[src/rtl/rom_dds_scheduler.sv]
// Time-multiplexes one registered waveform ROM across NCH DDS phase accumulators.
// Define BIPOLAR_OUT_EN to emit two's-complement samples (MSB of ROM data inverted).
module rom_dds_scheduler #(
    parameter int unsigned NCH     = 4,
    parameter int unsigned ADDR_W  = 8,
    parameter int unsigned DATA_W  = 16,
    parameter int unsigned ACC_W   = 32,
    parameter int unsigned ROM_LAT = 1,
    localparam int unsigned CH_W   = (NCH > 1) ? $clog2(NCH) : 1
) (
    input  logic              clk,
    input  logic              rst_n,
    input  logic              tick,
    input  logic              freq_wr,
    input  logic [CH_W-1:0]   freq_ch,
    input  logic [ACC_W-1:0]  freq_word,
    input  logic [NCH-1:0]    ch_enable,
    output logic [ADDR_W-1:0] rom_addr,
    input  logic [DATA_W-1:0] rom_data,
    output logic [DATA_W-1:0] sample_out,
    output logic [CH_W-1:0]   sample_ch,
    output logic              sample_valid,
    output logic              busy,
    output logic              overrun,
    input  logic              overrun_clr
);

    localparam int unsigned DRAIN_W = $clog2(ROM_LAT + 2);

    typedef enum logic [1:0] {StIdle, StIssue, StDrain} state_e;

    state_e              r_state, w_state_nxt;
    logic [CH_W-1:0]     r_slot, w_slot_nxt;
    logic [DRAIN_W-1:0]  r_drain, w_drain_nxt;

    logic [ACC_W-1:0]    r_acc  [NCH];
    logic [ACC_W-1:0]    r_freq [NCH];
    logic [ADDR_W-1:0]   r_rom_addr;
    logic                r_overrun;

    // Tag stage i lines up with the ROM access i cycles after the address register.
    logic [CH_W-1:0]     r_tag_ch  [ROM_LAT+1];
    logic                r_tag_vld [ROM_LAT+1];

    logic [DATA_W-1:0]   r_sample;
    logic [CH_W-1:0]     r_sample_ch;
    logic                r_sample_vld;

    logic                w_busy;
    logic                w_issue;
    logic                w_slot_en;
    logic [DATA_W-1:0]   w_sample;

    assign w_busy    = (r_state != StIdle);
    assign w_issue   = (r_state == StIssue);
    assign w_slot_en = ch_enable[r_slot];

`ifdef BIPOLAR_OUT_EN
    assign w_sample = rom_data ^ {1'b1, {(DATA_W-1){1'b0}}};
`else
    assign w_sample = rom_data;
`endif

    always_comb begin
        w_state_nxt = r_state;
        w_slot_nxt  = r_slot;
        w_drain_nxt = r_drain;
        unique case (r_state)
            StIdle: begin
                if (tick) begin
                    w_state_nxt = StIssue;
                    w_slot_nxt  = '0;
                end
            end
            StIssue: begin
                if (r_slot == CH_W'(NCH - 1)) begin
                    w_state_nxt = StDrain;
                    w_drain_nxt = '0;
                end else begin
                    w_slot_nxt = r_slot + 1'b1;
                end
            end
            StDrain: begin
                if (r_drain == DRAIN_W'(ROM_LAT)) begin
                    w_state_nxt = StIdle;
                end else begin
                    w_drain_nxt = r_drain + 1'b1;
                end
            end
            default: w_state_nxt = StIdle;
        endcase
    end

    always_ff @(posedge clk or negedge rst_n) begin
        if (!rst_n) begin
            r_state   <= StIdle;
            r_slot    <= '0;
            r_drain   <= '0;
            r_overrun <= 1'b0;
        end else begin
            r_state <= w_state_nxt;
            r_slot  <= w_slot_nxt;
            r_drain <= w_drain_nxt;
            // A dropped tick outranks a simultaneous clear.
            if (tick && w_busy) begin
                r_overrun <= 1'b1;
            end else if (overrun_clr) begin
                r_overrun <= 1'b0;
            end
        end
    end

    always_ff @(posedge clk or negedge rst_n) begin
        if (!rst_n) begin
            for (int i = 0; i < int'(NCH); i++) begin
                r_freq[i] <= '0;
            end
        end else if (freq_wr && (int'(freq_ch) < int'(NCH))) begin
            r_freq[freq_ch] <= freq_word;
        end
    end

    // Disabled slots park their accumulator at zero so re-enable restarts at phase 0.
    always_ff @(posedge clk or negedge rst_n) begin
        if (!rst_n) begin
            for (int i = 0; i < int'(NCH); i++) begin
                r_acc[i] <= '0;
            end
            r_rom_addr <= '0;
        end else if (w_issue) begin
            if (w_slot_en) begin
                r_rom_addr     <= r_acc[r_slot][ACC_W-1 -: ADDR_W];
                r_acc[r_slot] <= r_acc[r_slot] + r_freq[r_slot];
            end else begin
                r_rom_addr     <= '0;
                r_acc[r_slot] <= '0;
            end
        end
    end

    always_ff @(posedge clk or negedge rst_n) begin
        if (!rst_n) begin
            for (int i = 0; i <= int'(ROM_LAT); i++) begin
                r_tag_ch[i]  <= '0;
                r_tag_vld[i] <= 1'b0;
            end
            r_sample     <= '0;
            r_sample_ch  <= '0;
            r_sample_vld <= 1'b0;
        end else begin
            r_tag_ch[0]  <= r_slot;
            r_tag_vld[0] <= w_issue && w_slot_en;
            for (int i = 1; i <= int'(ROM_LAT); i++) begin
                r_tag_ch[i]  <= r_tag_ch[i-1];
                r_tag_vld[i] <= r_tag_vld[i-1];
            end
            r_sample_vld <= r_tag_vld[ROM_LAT];
            if (r_tag_vld[ROM_LAT]) begin
                r_sample    <= w_sample;
                r_sample_ch <= r_tag_ch[ROM_LAT];
            end
        end
    end

    assign rom_addr     = r_rom_addr;
    assign sample_out   = r_sample;
    assign sample_ch    = r_sample_ch;
    assign sample_valid = r_sample_vld;
    assign busy         = w_busy;
    assign overrun      = r_overrun;

endmodule
[config.mk]
export PLATFORM = sky130hd
export DESIGN_NAME = rom_dds_scheduler
export DESIGN_NICKNAME = d
export VERILOG_FILES = /design/src/rtl/rom_dds_scheduler.sv
export SDC_FILE = /design/constraint.sdc
export NUM_CORES = 1
export LEC_CHECK = 0
export CORE_UTILIZATION = 30
export CTS_CLUSTER_DIAMETER = 40
export DETAILED_ROUTE_END_ITERATION = 10
export DONT_BUFFER_PORTS = 1
export GPL_TIMING_DRIVEN = 0
export HOLD_SLACK_MARGIN = 0.12
export SYNTH_ARGS = -nofsm -noshare
export SYNTH_HDL_FRONTEND = slang
export SYNTH_SLANG_ARGS = --single-unit
[constraint.sdc]
create_clock -name clk -period 11.61 [get_ports clk]
set_clock_uncertainty 0.15 [all_clocks]
set_input_delay 2.322 -clock clk [delete_from_list [all_inputs] [get_ports clk]]
set_output_delay 2.322 -clock clk [all_outputs]
set_load 0.1 [all_outputs]
; Yosys cells after proc, flatten, opt, wreduce, memory -nomap -nowiden
; Index checks and enable logic that the tools add are counted.
[totals]
output_inout_bits = 29
in_bits = 59
register_bits = 296
elab_cells = 81
[op_classes]
add_sub_neg = 3
mux = 28
n_lt_le_gt_ge = 5
reduce_logical = 12
eq_ne = 9
n_bitwise = 4
[ops]
columns = cell, n
row1 = 128-bit bitwise mux, 2
row2 = 32-bit 2-to-1 mux, 6
row3 = 128-bit bitwise AND, 1
row4 = 32-bit binary-select mux with 2-bit select, 2
row5 = 32-bit demux with 2-bit select, 2
row6 = 128-bit 2-to-1 mux, 1
row7 = 128-bit NOT, 1
row8 = 32-bit adder, 1
row9 = 2-bit 2-to-1 mux, 7
row10 = 3-bit AND reduction, 3
row11 = 8-bit 2-to-1 mux, 1
row12 = 2-bit != test (second input constant), 4
row13 = 2-bit one-hot mux with 2 select lines, 2
row14 = 2-bit nonzero test, 4
row15 = 3-bit >= comparator (second input constant), 2
row16 = 3-bit by 1-bit < comparator with 1-bit output (second input constant), 2
row17 = 2-bit NOT with 3-bit output, 2
row18 = 2-bit one-hot mux with 3 select lines, 1
row19 = 2-bit by 1-bit adder with 2-bit output (second input constant), 2
row20 = 2-bit by 1-bit == test with 1-bit output (second input constant), 2
row21 = 2-bit == test (second input constant), 2
row22 = 1-bit logical AND, 4
row23 = 2-bit by 3-bit < comparator with 1-bit output (second input constant), 1
row24 = 1-bit 2-to-1 mux, 3
row25 = other kinds (3), 3

; Depth between registers and ports, before layout
[depth]
depth_word = 8
ltp_mapped = 14
ltp_nobuf = 10

; Worst setup path before layout
; No wires, ideal clock.
[synth_path]
path_kind = register -> register
from = reg r_slot[0]
to = reg r_acc[123] (netlist bit)
setup_time_ns = 0.122
setup_slack_ns = 7.359
stages_incl_launch_ff = 15
period_less_slack_ns = 4.251
arrival_ns = 3.980
n_path_buf = 5
t_required_ns = 11.338
path_cell_list = dfrtp_1 -> clkbuf_1 -> buf_2 -> buf_2 -> buf_2 -> mux4_2 -> ha_1 -> buf_2 -> a21o_1 -> a31oi_1 -> o21ai_1 -> a221oi_4 -> o21ai_2 -> or3_4 -> a32o_1
[synth_between]
elab_chain_len = 8
word_cells_on_any_way = 19
cone_classes = add/sub: 1 / order compare: 2 / mux: 12 / bitwise: 3 / reduce/logical: 1
[synth_lines]
columns = item, line_no
row1 = from (decl), 33  ; logic [CH_W-1:0] r_slot, w_slot_nxt;
row2 = from (signal assigned), 102  ; r_slot <= w_slot_nxt;
row3 = "parallel branches: the longest is 7 deep, another holds 32-bit adder", --
row4 = 128-bit 2-to-1 mux (*), 131  ; if (w_slot_en) begin
row5 = "to (signal, indexed assignment)", 133  ; r_acc[r_slot] <= r_acc[r_slot] + r_freq[r_slot];
row6 = to (decl), 36  ; logic [ACC_W-1:0] r_acc [NCH];
; Every way passes the cells marked *. The select of a mux whose other input is x is not followed.
; A chain may end at the register's enable or synchronous reset.

; Worst setup path in the final report
[layout_path]
from = reg r_slot[1]
to = reg r_acc[126] (netlist bit)
; Same word-level chain as after synthesis.

==> results.sh <==
export IMPL_hold_buffers=0
export IMPL_grt_pass1_vias=10360
export IMPL_die_area_sq_um=49660
export IMPL_synth_top_cell_by_area="dfrtp_1"
export IMPL_tightestPinTransition_ns=1.548
export IMPL_cp_max_fo=10
export IMPL_synth_area_leaders="dfrtp_1 (51%), mux2_2 (11%), mux4_2 (9.9%), nand2_1 (3.5%), ha_1 (3.1%)"
export IMPL_setup_viol=0
export IMPL_grt_total_usage_pct=16.04
export IMPL_crit_family="buffers and inverters"
export IMPL_htreeDepth=2
export IMPL_seq_area_frac_synth_pct=50.62
export IMPL_yosys_cell_types_count=67
export IMPL_synthesis_area_sq_um=14630
export IMPL_dp_hpwl_um=26600
export IMPL_crit_chain="clkbuf_1 -> clkbuf_1 -> buf_1 -> clkbuf_1 -> mux4_2 -> ha_1 -> clkbuf_1 -> a21oi_1 -> o21bai_1 -> a21oi_1 -> o22ai_1 -> o41ai_1 -> a21boi_0 -> o31ai_1"
export IMPL_start_util_pct=30.52
export IMPL_die_h_um=222.9
export IMPL_outcome="finished with violations"
export IMPL_viasPerCell=5.363
export IMPL_synth_flop_cell="dfrtp_1"
export IMPL_clkLatencyLatePin_ns=0.57
export IMPL_num_rows=80
export IMPL_final_setup_tns_ns=0
export IMPL_yosysWarnings=0
export IMPL_max_cap_violations=1
export IMPL_cts_buffers=48
export IMPL_seq_area_sq_um=7407
export IMPL_synth_cells=1194
export IMPL_synth_async_sr_flop_share_pct=100.0
export IMPL_r2r_slack_ns=5.69
export IMPL_antenna_found_initial=0
export IMPL_clock_path_buffers=3
export IMPL_cp_common_cell="clkbuf_1"
export IMPL_grt_first_pass_wirelength_um=61270
export IMPL_clkSinkCount=296
export IMPL_cts_tree="done"
export IMPL_crit_path_end_kind="flip-flop"
export IMPL_finalCritPeriodShare_pct=50.96
export IMPL_timing_slew_headroom_pct=-3.445
export IMPL_vias=10170
export IMPL_ys_ff_latch=296
export IMPL_crit_required_ns=11.92
export IMPL_max_stage_delay_ns=0.69
export IMPL_avgSynthCellArea_sq_um=12.26
export IMPL_drt_iter0_drc=933
export IMPL_synth_enable_flop_cells=0
export IMPL_io_buffer_count=0
export IMPL_gp_congestion=0.8930
export IMPL_cts_root_buffer="clkbuf_16"
export IMPL_slowest_stage="buf_1"
export IMPL_grt_setup_unrepaired="false"
export IMPL_slew_viol_final=6
export IMPL_drive_gt1_share_pct=26.13
export IMPL_post_cts_buffers=0
export IMPL_crit_path_start_kind="flip-flop"
export IMPL_overflow=0
export IMPL_drc=0
export IMPL_wl_per_cell_um=20.53
export IMPL_antenna_left=0
export IMPL_fill_cells=4615
export IMPL_clk_pin_slew_ns=0.06
export IMPL_wirelength_um=38940
export IMPL_finalHoldViolCount=0
export IMPL_violations="max-capacitance violations, max-slew violations"
export IMPL_synth_fp_nets=1290
export IMPL_hp_class="flip-flop to flip-flop"
export IMPL_max_freq_mhz=169.0
export IMPL_fp_dieW_um=222.9
export IMPL_dr_pass1_iters=8
export IMPL_area_delta_synth_final_pct=16.89
export IMPL_netlist_area_leader_share_pct=50.62
export IMPL_fin_crit_ns=5.916
export IMPL_multiInputGateArea_sq_um=6902
export IMPL_arrival_ns=6.22
export IMPL_grt_max_degree=297
export IMPL_fin_nets=1340
export IMPL_crit_type="flip-flop to flip-flop"
export IMPL_cts_resized=0
export IMPL_antenna_cells=0
export IMPL_core_area_sq_um=47950
export IMPL_io_pins=88
export IMPL_cp_num_buf_inv=5
-- metal layers --
layer	GRT usage (%)	vias up	wire [um]
met5	0	-	0
met4	6.118	0	1120
met3	3.819	61	2428
met2	25.36	295	18540
met1	21.26	5267	16850
li1	-	4551	-
-- path summary, 6_finish.rpt --
kind | start | end | cells past startpoint
max | r_slot[1] | r_acc[126] | 14
min | r_tag_ch[2] | r_tag_ch[0] | 0
max reg2reg | r_slot[1] | r_acc[126] | 14
min reg2reg | r_tag_ch[2] | r_tag_ch[0] | 0
max in group asynchronous | rst_n | r_acc[58] | 0
min in group asynchronous | rst_n | sample_out[8] | 0
-- state kept, by name (all words and copies together) (netlist names) --
signal,flops
r_state,2
r_drain,2
sample_out,16
r_freq,128
r_tag_ch,4
rom_addr,8
r_slot,2
sample_ch,2
r_acc,128
overrun,1
sample_valid,1
r_tag_vld,2
-- logic make-up after synthesis --
| kind of cell | share of synthesized area [%] |
|---|---|
| AO/OA/AOI/OAI | 12.54 |
| AND/OR/NAND/NOR | 8.653 |
| XOR/XNOR | 1.257 |
| multiplexers | 21.50 |
| flip-flops | 50.62 |
| adder cells (fa/ha/maj) | 3.215 |
| buffers and inverters | 2.215 |
-- through the flow --
step	instances	hold slack [ns]	worst slack [ns]	area [sq um]	utilization (%)
after floorplan	1194	0.1812	7.359	14630	-
after global placement	1809	0.1839	5.946	15400	32.12
after detailed placement	1809	0.1858	5.870	15400	32.12
after CTS	1897	0.1969	5.816	17100	35.67
after global routing	1897	0.1964	5.294	17100	35.67
final	1897	0.1939	5.694	17100	35.67
-- final cells by class --
type,count,area share (%)
tap,615,4.499
buffer,72,1.653
clock inverter,32,2.392
multi-input combinational,815,40.35
sequential,296,43.31
clock buffer,56,7.557
inverter,11,0.2414
-- cells in the final DEF (no fill, tap or decap), types with 6 or more instances in the layout --
master       n
a21o_1      18
a21oi_1     45
a22o_1      25
buf_1        7
buf_2       10
bufinv_16    7
clkbuf_1    58
clkbuf_16   49
clkinv_4     6
dfrtp_1    296
ha_1        36
inv_1       11
inv_6        7
mux2_2     147
mux4_2      64
nand2_1    136
nand2b_1     6
nand3_1     23
nand4_1     10
nor2_1      43
nor3_1       7
o21a_1       8
o21ai_0     80
o2bb2ai_1    6
o31ai_1     28
or2_2        8
or3_1        7
xnor2_1     15
xor2_1       6
-- Yosys cell counts (2+ instances only) --
cell type    n
nor3_1       7
o21ai_0     80
a211o_1      5
nor2b_1      3
o21ai_2      4
buf_2       10
o21bai_1     5
nor3b_1      3
nand2_1    136
nand2b_1     6
nand3b_1     2
a2bb2oi_1    3
dfrtp_1    296
nand3_1     23
o211ai_1     4
and2_1       4
xor2_1       6
or4_1        5
and3_1       5
or2_2        8
xnor2_1     15
mux2_2     147
a211oi_1     2
mux4_2      64
a22o_1      25
o31ai_1     28
a21boi_0     3
ha_1        36
or3_1        7
clkbuf_1    55
a211oi_2     2
a22oi_1      4
o21ai_1      5
mux2i_1      5
a21o_1      18
inv_1       11
a31oi_1      4
o2bb2ai_1    6
a21oi_1     45
and3b_1      2
buf_1        7
nand4_1     10
nor2_1      43
a32o_1       5
o21a_1       8
Power is left out: the tool's default activity adds up to more than one toggle a clock period on the data nets, which glitch-free logic cannot reach.
